**src/rtl/apb_arb_pkg.sv**
```systemverilog
// rtl/apb_arb_pkg.sv - shared types and widths for the APB master arbiter
package apb_arb_pkg;

  localparam int APB_AW  = 32;
  localparam int APB_DW  = 32;
  localparam int MAX_REQ = 8;

  typedef enum logic [1:0] {
    IDLE,
    SETUP,
    ACCESS
  } apb_arb_state_e;

endpackage

```
**src/rtl/apb_rr_arbiter.sv**
```systemverilog
// rtl/apb_rr_arbiter.sv - combinational round-robin pick, search starts at ptr
module apb_rr_arbiter
  import apb_arb_pkg::*;
#(
  parameter int N_REQ = 4
) (
  input  logic [N_REQ-1:0]         req,
  input  logic [$clog2(N_REQ)-1:0] ptr,
  output logic [N_REQ-1:0]         gnt
);

  localparam int PW = $clog2(N_REQ);

  logic [PW:0]   sum;
  logic [PW-1:0] idx;
  logic          found;

  always_comb begin
    gnt   = '0;
    found = 1'b0;
    sum   = '0;
    idx   = '0;
    for (int i = 0; i < N_REQ; i++) begin
      // wrap (ptr + i) modulo N_REQ, which need not be a power of two
      sum = {1'b0, ptr} + (PW+1)'(i);
      if (sum >= (PW+1)'(N_REQ)) sum = sum - (PW+1)'(N_REQ);
      idx = sum[PW-1:0];
      if (!found && req[idx]) begin
        gnt[idx] = 1'b1;
        found    = 1'b1;
      end
    end
  end

endmodule

```
**src/rtl/apb_master_arbiter.sv**
```systemverilog
// rtl/apb_master_arbiter.sv - N_REQ requesters sharing one APB3 master port
// Optional ACCESS timeout abort is built when APB_ARB_TIMEOUT_EN is defined.
module apb_master_arbiter
  import apb_arb_pkg::*;
#(
  parameter int N_REQ          = 4,
  parameter int TIMEOUT_CYCLES = 64
) (
  input  logic                    clk,
  input  logic                    rst,
  input  logic [N_REQ-1:0]        req,
  input  logic [N_REQ-1:0]        req_write,
  input  logic [N_REQ*APB_AW-1:0] req_addr,
  input  logic [N_REQ*APB_DW-1:0] req_wdata,
  output logic [N_REQ-1:0]        done,
  output logic [APB_DW-1:0]       rsp_rdata,
  output logic                    rsp_slverr,
  output logic                    psel,
  output logic                    penable,
  output logic                    pwrite,
  output logic [APB_AW-1:0]       paddr,
  output logic [APB_DW-1:0]       pwdata,
  input  logic [APB_DW-1:0]       prdata,
  input  logic                    pready,
  input  logic                    pslverr
);

  localparam int PW = $clog2(N_REQ);

  if (N_REQ < 2 || N_REQ > MAX_REQ || TIMEOUT_CYCLES < 1) begin : g_bad_param
    $error("apb_master_arbiter: N_REQ must be 2..MAX_REQ and TIMEOUT_CYCLES >= 1");
  end

  apb_arb_state_e    state, state_nx;
  logic [PW-1:0]     ptr, win, ptr_nx, sel_idx;
  logic [N_REQ-1:0]  cand, gnt;
  logic              sel_write, xfer_end, timeout_hit;
  logic [APB_AW-1:0] sel_addr;
  logic [APB_DW-1:0] sel_wdata;
  logic [APB_AW-1:0] addr_arr  [N_REQ];
  logic [APB_DW-1:0] wdata_arr [N_REQ];

  for (genvar g = 0; g < N_REQ; g++) begin : g_unpack
    assign addr_arr[g]  = req_addr[g*APB_AW +: APB_AW];
    assign wdata_arr[g] = req_wdata[g*APB_DW +: APB_DW];
  end

  // the requester being acknowledged this cycle must not win again immediately
  assign cand = req & ~done;

  apb_rr_arbiter #(.N_REQ(N_REQ)) u_rr (
    .req (cand),
    .ptr (ptr),
    .gnt (gnt)
  );

  always_comb begin
    sel_idx = '0;
    for (int i = 0; i < N_REQ; i++) begin
      if (gnt[i]) sel_idx = PW'(i);
    end
  end

  assign sel_write = req_write[sel_idx];
  assign sel_addr  = addr_arr[sel_idx];
  assign sel_wdata = wdata_arr[sel_idx];
  assign ptr_nx    = (win == PW'(N_REQ-1)) ? '0 : win + 1'b1;

`ifdef APB_ARB_TIMEOUT_EN
  localparam int TW = $clog2(TIMEOUT_CYCLES+1);
  logic [TW-1:0] tmo_cnt;

  always_ff @(posedge clk or posedge rst) begin
    if (rst) begin
      tmo_cnt <= '0;
    end else if (state == SETUP) begin
      tmo_cnt <= '0;
    end else if (state == ACCESS && !pready) begin
      tmo_cnt <= tmo_cnt + 1'b1;
    end
  end

  // fires on the wait cycle that takes the count to TIMEOUT_CYCLES
  assign timeout_hit = (state == ACCESS) && !pready && (tmo_cnt == TW'(TIMEOUT_CYCLES-1));
`else
  assign timeout_hit = 1'b0;
`endif

  always_ff @(posedge clk or posedge rst) begin
    if (rst) state <= IDLE;
    else     state <= state_nx;
  end

  always_comb begin
    state_nx = state;
    psel     = 1'b0;
    penable  = 1'b0;
    xfer_end = 1'b0;
    case (state)
      IDLE:    if (|gnt) state_nx = SETUP;
      SETUP: begin
        psel     = 1'b1;
        state_nx = ACCESS;
      end
      ACCESS: begin
        psel    = 1'b1;
        penable = 1'b1;
        if (pready || timeout_hit) begin
          xfer_end = 1'b1;
          state_nx = IDLE;
        end
      end
      default: state_nx = IDLE;
    endcase
  end

  always_ff @(posedge clk or posedge rst) begin
    if (rst) begin
      ptr        <= '0;
      win        <= '0;
      pwrite     <= 1'b0;
      paddr      <= '0;
      pwdata     <= '0;
      done       <= '0;
      rsp_rdata  <= '0;
      rsp_slverr <= 1'b0;
    end else begin
      done <= '0;
      if (state == IDLE && |gnt) begin
        win    <= sel_idx;
        pwrite <= sel_write;
        paddr  <= sel_addr;
        pwdata <= sel_wdata;
      end
      if (xfer_end) begin
        done[win]  <= 1'b1;
        rsp_rdata  <= (pwrite || timeout_hit) ? '0 : prdata;
        rsp_slverr <= pslverr | timeout_hit;
        ptr        <= ptr_nx;
      end
    end
  end

endmodule

```
**config.mk**
```make
export PLATFORM = sky130hd
export DESIGN_NAME = apb_master_arbiter
export DESIGN_NICKNAME = d
export VERILOG_FILES = /design/src/rtl/apb_arb_pkg.sv /design/src/rtl/apb_rr_arbiter.sv /design/src/rtl/apb_master_arbiter.sv
export SDC_FILE = /design/constraint.sdc
export NUM_CORES = 1
export LEC_CHECK = 0
export BUFFER_PORTS_ARGS = -buffer_cell sky130_fd_sc_hd__buf_2
export CAP_MARGIN = 5
export CORE_AREA = 2 2 155 157
export DETAILED_ROUTE_END_ITERATION = 7
export DIE_AREA = 0 0 157 159
export GPL_TIMING_DRIVEN = 1
export PLACE_DENSITY = 0.57
export SYNTH_ARGS = -nofsm -noshare
export SYNTH_HDL_FRONTEND = slang
export SYNTH_SLANG_ARGS = --single-unit
```
**constraint.sdc**
```tcl
create_clock -name clk -period 6.23 [get_ports clk]
set_input_delay 0.9345 -clock clk [delete_from_list [all_inputs] [get_ports clk]]
set_output_delay 0.9345 -clock clk [all_outputs]
set_load 0.01 [all_outputs]
```
**After elaboration in Yosys (flattened, before gate mapping)**

Index checks and enable logic that the tools add are counted.

- Flip-flop bits (word level): 108
- Latch bits: 0
- Memory bits (writable): 0
- Memory bits (read-only): 0
- Bits of input ports: 300
- Output and inout port bits: 104
- Word-level logic and storage cells: 110
- Memories: 0

- Add/sub/neg operators: 8
- $mul: 0
- Divide/modulo/power cells: 0
- Magnitude comparators: 16
- Equality and inequality tests: 5
- Shift-type cells: 0
- Muxes and demuxes: 50
- Bitwise gates (word level): 6
- Reductions and logical operators: 16

Operator list:

| kind | number |
|---|---|
| $mux W32 | 5 |
| $bmux W32 S2 | 2 |
| $mux W4 | 5 |
| $lt A2 B3 Y1 const B | 6 |
| $mux W1 | 18 |
| $mux W2 | 9 |
| $ge A3 B3 Y1 const B | 4 |
| $or A4 B4 Y4 | 3 |
| $bmux W1 S2 | 5 |
| $demux W1 S2 | 5 |
| $ge A2 B1 Y1 const B | 5 |
| $logic_and A1 B1 Y1 | 9 |
| $sub A2 B1 Y2 const B | 4 |
| $add A2 B2 Y3 const B | 2 |
| $pmux W2 S3 | 1 |
| $and A4 B4 Y4 | 1 |
| $eq A2 B2 Y1 const B | 2 |
| $ne A2 B2 Y1 const B | 2 |
| $not A4 Y4 | 1 |
| $reduce_or A4 Y1 | 1 |
| $add A2 B1 Y3 const B | 1 |
| $ge A2 B3 Y1 const B | 1 |
| $logic_not A1 Y1 | 3 |
| $not A2 Y3 | 1 |
| other kinds (5) | 5 |

**Logic depth before layout (Yosys ltp)**

- Word-level depth: 21
- Gate-level depth with buffers: 11
- Depth with buffers taken out: 9

**Cells and area by module**

A second synthesis with hierarchy kept.

- Cell total of the unflattened synthesis: 588
- Area total of the unflattened synthesis: 6039.5 µm²

Modules (own cells, without submodules):

| module | instances | cells an instance | area each (µm²) | seq. area each (µm²) |
|---|---|---|---|---|
| apb_master_arbiter | 1 | 558 | 5736.8 | 2702.6 |
| apb_rr_arbiter | 1 | 30 | 302.8 | 0.0 |

**Least setup slack after synthesis**

Ideal clock, no wire load.

- Path kind: register to register
- Start: register ptr[0]
- End: register pwdata[16]
- Setup time: 0.124 ns
- Data arrival time: 3.136 ns
- Data required time: 6.106 ns
- Setup slack: 2.970 ns
- Stages on the path, launching flop included: 12
- Path buffers: 2
- Clock period less this slack: 3.260 ns
- Cell sequence: dfrtp_1 inv_1 ha_1 or3_1 a2111oi_4 nor2_1 o221ai_2 a41oi_2 buf_2 buf_2 o221a_2 o31a_1

- Longest elaborated chain between the ends: 21
- Elaborated cells on any way between the ends: 68
- Classes of those cells: add/sub (7); order compare (12); mux (33); bitwise (4); reduce/logical (12)

RTL lines:

| item | RTL line | source |
|---|---|---|
| from (decl) | apb_master_arbiter.sv:35 | `logic [PW-1:0] ptr, win, ptr_nx, sel_idx;` |
| from (signal assigned) | apb_master_arbiter.sv:139 | `ptr <= ptr_nx;` |
| parallel branches: the longest is 13 deep, another holds $add A2 B1 Y3 | - |  |
| $mux W4 (*) | apb_rr_arbiter.sv:28 | `if (!found && req[idx]) begin` |
| $mux W1 | apb_master_arbiter.sv:60 | `if (gnt[i]) sel_idx = PW'(i);` |
| $mux W2 (2 in a row) | apb_master_arbiter.sv:60 |  |
| $not A2 Y3 (implied by the code) | apb_master_arbiter.sv:66 | `assign sel_wdata = wdata_arr[sel_idx];` |
| $bmux W32 S2 | apb_master_arbiter.sv:66 |  |
| $mux W32 (implied by the code) (2 in a row) | apb_master_arbiter.sv:66 |  |
| to (signal assigned) | apb_master_arbiter.sv:133 | `pwdata <= sel_wdata;` |
| to (decl) | apb_master_arbiter.sv:22 | `output logic [APB_DW-1:0] pwdata,` |

Every way passes the cells marked *. The select of a mux whose other input is x is not followed.
A chain may end at the register's enable or synchronous reset.

**Final worst setup path**

- Start: register ptr[0]
- End: register pwdata[31]

Same word-level chain as after synthesis.

==> run_results.csv <==
group,metric,value,unit
critical_path,delay_heaviest_family_cp,"compound AO/OA/AOI/OAI gates",
timing,timing.final.max_slew_violations,0,
drt,route.met3.wl,1970,um
drt,route.met2.wl,12800,um
synth,yosys_warnings,0,
critical_path,cp_data_required_time,6.49,ns
clocking,cts-root-to-sink-buffers,2,
synth,netlist_instances,758,
layout,final_nets,1427,
drt,dr.first_iter.drc_count,483,
floorplanning,design.core.area,23200,um^2
timing,timing.final.crit_share,72.2,%
place,place_hpwl,19100,um
layout,multiInputGateArea,3860,um^2
drt,drcViolationCount,0,
timing,setup_violations,0,
global_route,global_route_wire_length_before_repair,39400,um
synth,synthesis.area_per_instance,9.07,um^2
place,post_dp_cell_area,9110,um^2
timing,unrepaired_setup_endpoints_after_global_routing,"false",
critical_path,cp_num_cells,11,
critical_path,path_cells,"inv_1 > ha_1 > or3_1 > a2111oi_4 > a22oi_1 > nand3b_4 > buf_4 > a41oi_4 > buf_4 > o221a_2 > o31a_1",
drt,drt-vias-per-instance,5.01,
critical_path,crit_path_frequent_cell,"sky130_fd_sc_hd__buf_4",
timing,timing.max_slew.rel_slack,29.7,%
synth,yosys_register_bits,108,
floorplanning,initial_core_util,29.6,%
power_and_ir_drop,p_comb_share,69.8,%
critical_path,slowest_delay,0.63,ns
drt,num_vias,7215,
place,place.gp.congestion,0.846,
timing,fin_worst_skew,0.0148,ns
critical_path,start_kind,"flip-flop",
synth,ys_dominant_reg_cell,"sky130_fd_sc_hd__dfrtp_1",
power_and_ir_drop,sw_share,49.7,%
clocking,clock_tree.htree_level_count,3,
floorplanning,fp.dieW,157,um
global_route,number_of_antenna_violations_at_the_first_check_in_global_routing,5,
synth,synth_nets,1073,
run,drv.max_cap_violation_count,0,
drt,wl_met1,10800,um
timing,timing.fmax,0.222,GHz
drt,wirelength,26300,um
status,run_status,"finished clean",
drt,drt-wirelength-per-cell,18.2,um
critical_path,worst_path_max_delay_cell,"sky130_fd_sc_hd__dfrtp_1",
global_route,via_count_of_the_first_global_routing_pass,7017,
critical_path,critPathBufInv,3,
place,place.port_buffers,403,
clocking,clock_tree.root_cell,"sky130_fd_sc_hd__clkbuf_16",
power_and_ir_drop,worst_ir_drop_vdd,0.602,mV
power_and_ir_drop,power_frac_clock,10.0,%
min_path,timing.hold.worst_endpoint,"rsp_rdata[10]$_DFFE_PP0P_",
global_route,total_grt_overflow,0,
critical_path,critical_path.max_fanout,43,
clocking,post-cts-setup-buffer-count,0,
timing,final-hold-violation-count,0,
clocking,cts.clk_slew.worst_paths,0.09,ns
layout,fillers,2393,
synth,syn_area,6880,um^2
critical_path,worst-r2r-cell-count,11,
layout,seq_area,2700,um^2
min_path,whs_path_depth,2,
min_path,hold_class,"reg -> reg",
clocking,cts_repair_resize_count,0,
synth,postSynth.asyncResetShare,100,%
floorplanning,dieArea,25000,um^2
critical_path,worstReg2RegStart,"ptr[0]$_DFFE_PP0P_",
clocking,clock_buffers_created_by_tritoncts,9,
min_path,min_from,"rsp_rdata[10]$_DFFE_PP0P_",
power_and_ir_drop,cellInternalPower,3.15,mW
clocking,cts_tree,"yes",
critical_path,critical_path.endpoint_type,"flip-flop",
drt,drt-pass1-iter-count,6,
timing,tightest_slew,1.05,ns
critical_path,timing.setup.critical_path_class,"reg -> reg",
power_and_ir_drop,power_frac_seq,20.3,%
critical_path,reg_to_reg_setup_timing_slack,1.73,ns
layout,stdcell_area,9440,um^2
critical_path,rr_endpoint,"pwdata[31]$_DFFE_PP0P_",
global_route,pin_count_of_the_biggest_net_entering_global_routing,71,
synth,synth.distinct_cells,38,
power_and_ir_drop,p_switching,3.11,mW
synth,synth_edf_count,0,
layout,post_route_cells_drive_above_1_share,44.1,%
clocking,numClockSinks,108,
power_and_ir_drop,power_density,663,nW/um^2
floorplanning,rows,56,
layout,area.growth.synth_to_final,37.3,%
floorplanning,chipHeight,159,um
timing,finalCriticalPeriod,4.50,ns
clocking,insertion_delay,0.37,ns
clocking,cts.hold.buffers_added,0,
power_and_ir_drop,leakagePower,4.41,nW
drt,maxUsedRoutingLayer,"met5",
global_route,grt_usage,20.3,%
timing,totalNegativeSetupSlack,0,ns
synth,proportion_of_synthesized_chip_area_in_sequential_cells,39.3,%
critical_path,worstPathArrival,4.76,ns
drt,detail-route-antenna-nets,0,
timing,hold-worst-slack,0.482,ns
floorplanning,design.portCount,404,
## Yosys cell counts (all sizes together) (3+ instances only)
| master | count | area, um^2 |
|---|---|---|
| a22oi | 3 | 22.5 |
| nor2 | 75 | 282 |
| a21oi | 67 | 335 |
| inv | 9 | 33.8 |
| and3 | 4 | 25.0 |
| and2b | 3 | 22.5 |
| buf | 22 | 121 |
| clkbuf | 51 | 191 |
| o31a | 66 | 578 |
| ha | 15 | 188 |
| nand2 | 39 | 146 |
| nand2b | 101 | 632 |
| o221a | 67 | 754 |
| mux2 | 3 | 33.8 |
| dfrtp | 108 | 2700 |
| o21ai | 100 | 500 |
| mux4 | 3 | 67.6 |
## worst reg2reg max path, cell delays in order (launching register included)
cell	delay [ns]
sky130_fd_sc_hd__dfrtp_1	0.63
sky130_fd_sc_hd__inv_1	0.23
sky130_fd_sc_hd__ha_1	0.41
sky130_fd_sc_hd__or3_1	0.44
sky130_fd_sc_hd__a2111oi_4	0.44
sky130_fd_sc_hd__a22oi_1	0.17
sky130_fd_sc_hd__nand3b_4	0.37
sky130_fd_sc_hd__buf_4	0.52
sky130_fd_sc_hd__a41oi_4	0.17
sky130_fd_sc_hd__buf_4	0.33
sky130_fd_sc_hd__o221a_2	0.39
sky130_fd_sc_hd__o31a_1	0.28
## power by group through the flow
| stage | clock [mW] | sequential (mW) | combinational (mW) |
|---|---|---|---|
| CTS | 0.645 | 1.27 | 4.41 |
| detailed placement | 0 | 1.28 | 4.40 |
| floorplan | 0 | 1.40 | 2.99 |
| global route | 0.671 | 1.32 | 4.82 |
| finish | 0.624 | 1.27 | 4.37 |
| global placement | 0 | 1.27 | 4.35 |
## worst max-delay path by stage
| stage | startpoint | endpoint |
|---|---|---|
| finish | ptr[0]$_DFFE_PP0P_ | pwdata[31]$_DFFE_PP0P_ |
| global route | ptr[0]$_DFFE_PP0P_ | pwdata[31]$_DFFE_PP0P_ |
| CTS | ptr[0]$_DFFE_PP0P_ | pwdata[31]$_DFFE_PP0P_ |
| detailed placement | ptr[0]$_DFFE_PP0P_ | pwdata[31]$_DFFE_PP0P_ |
| global placement | ptr[0]$_DFFE_PP0P_ | pwdata[31]$_DFFE_PP0P_ |
| floorplan | rst | done[0]$_DFF_PP0_ |
## registers in the layout, indices dropped and copies added (netlist names), 2 cells and up
signal     cells
paddr         32
state          2
done           4
win            2
pwdata        32
ptr            2
rsp_rdata     32
## final cells by class
type                    count  area share (%)
multi-input cells         568            40.9
flip-flops and latches    108            28.6
repair buffers            416            22.4
well taps                 319            4.23
clock buffers               9            2.39
clock inverters             7           0.968
inverters                   9           0.384
diodes                      3          0.0795
## layer usage
metal	vias to the layer above	track usage, %
li1	3488	-
met1	3379	24.7
met2	314	35.1
met3	32	4.76
met4	2	6.71
met5	-	0
## layout by cell type, fill, tap and decap left out, types with 2 or more instances in the layout
| cell | instances |
|---|---|
| sky130_fd_sc_hd__buf_2 | 403 |
| sky130_fd_sc_hd__nand3_1 | 2 |
| sky130_fd_sc_hd__a22oi_1 | 3 |
| sky130_fd_sc_hd__o221ai_4 | 2 |
| sky130_fd_sc_hd__mux4_2 | 3 |
| sky130_fd_sc_hd__a21oi_1 | 67 |
| sky130_fd_sc_hd__nor2_1 | 75 |
| sky130_fd_sc_hd__a22o_1 | 2 |
| sky130_fd_sc_hd__clkinv_8 | 2 |
| sky130_fd_sc_hd__nand2_1 | 38 |
| sky130_fd_sc_hd__diode_2 | 3 |
| sky130_fd_sc_hd__or3_1 | 2 |
| sky130_fd_sc_hd__nor2b_1 | 2 |
| sky130_fd_sc_hd__o31a_1 | 66 |
| sky130_fd_sc_hd__o21ai_0 | 99 |
| sky130_fd_sc_hd__mux2_2 | 3 |
| sky130_fd_sc_hd__dfrtp_1 | 108 |
| sky130_fd_sc_hd__inv_1 | 8 |
| sky130_fd_sc_hd__clkbuf_16 | 9 |
| sky130_fd_sc_hd__o221a_1 | 22 |
| sky130_fd_sc_hd__ha_1 | 15 |
| sky130_fd_sc_hd__nand2b_1 | 101 |
| sky130_fd_sc_hd__buf_4 | 13 |
| sky130_fd_sc_hd__and2b_1 | 3 |
| sky130_fd_sc_hd__inv_8 | 3 |
| sky130_fd_sc_hd__and3_1 | 4 |
| sky130_fd_sc_hd__o221a_2 | 45 |
## kinds of logic (layout without fill, tap and decap cells)
logic type | after synthesis | after routing | share of synthesized area, %
multiplexers | 6 | 6 | 1.47
buffers and inverters | 82 | 441 | 5.04
other | 0 | 3 | 0
flip-flops | 108 | 108 | 39.3
AND/OR/NAND/NOR | 233 | 233 | 17.3
AO/OA/AOI/OAI | 314 | 314 | 34.2
adder cells (fa/ha/maj) | 15 | 15 | 2.73
## stage by stage
step / power [mW] / cells / util [%] / worst slack (ns)
floorplan: 4.39 / 758 / - / 2.45
CTS: 6.33 / 1436 / 40.7 / 1.66
global placement: 5.63 / 1420 / 39.3 / 1.73
finish: 6.26 / 1439 / 40.7 / 1.73
global route: 6.81 / 1439 / 40.7 / 1.45
detailed placement: 5.68 / 1420 / 39.3 / 1.67
No activity file was read; power rests on OpenSTA's default activity.
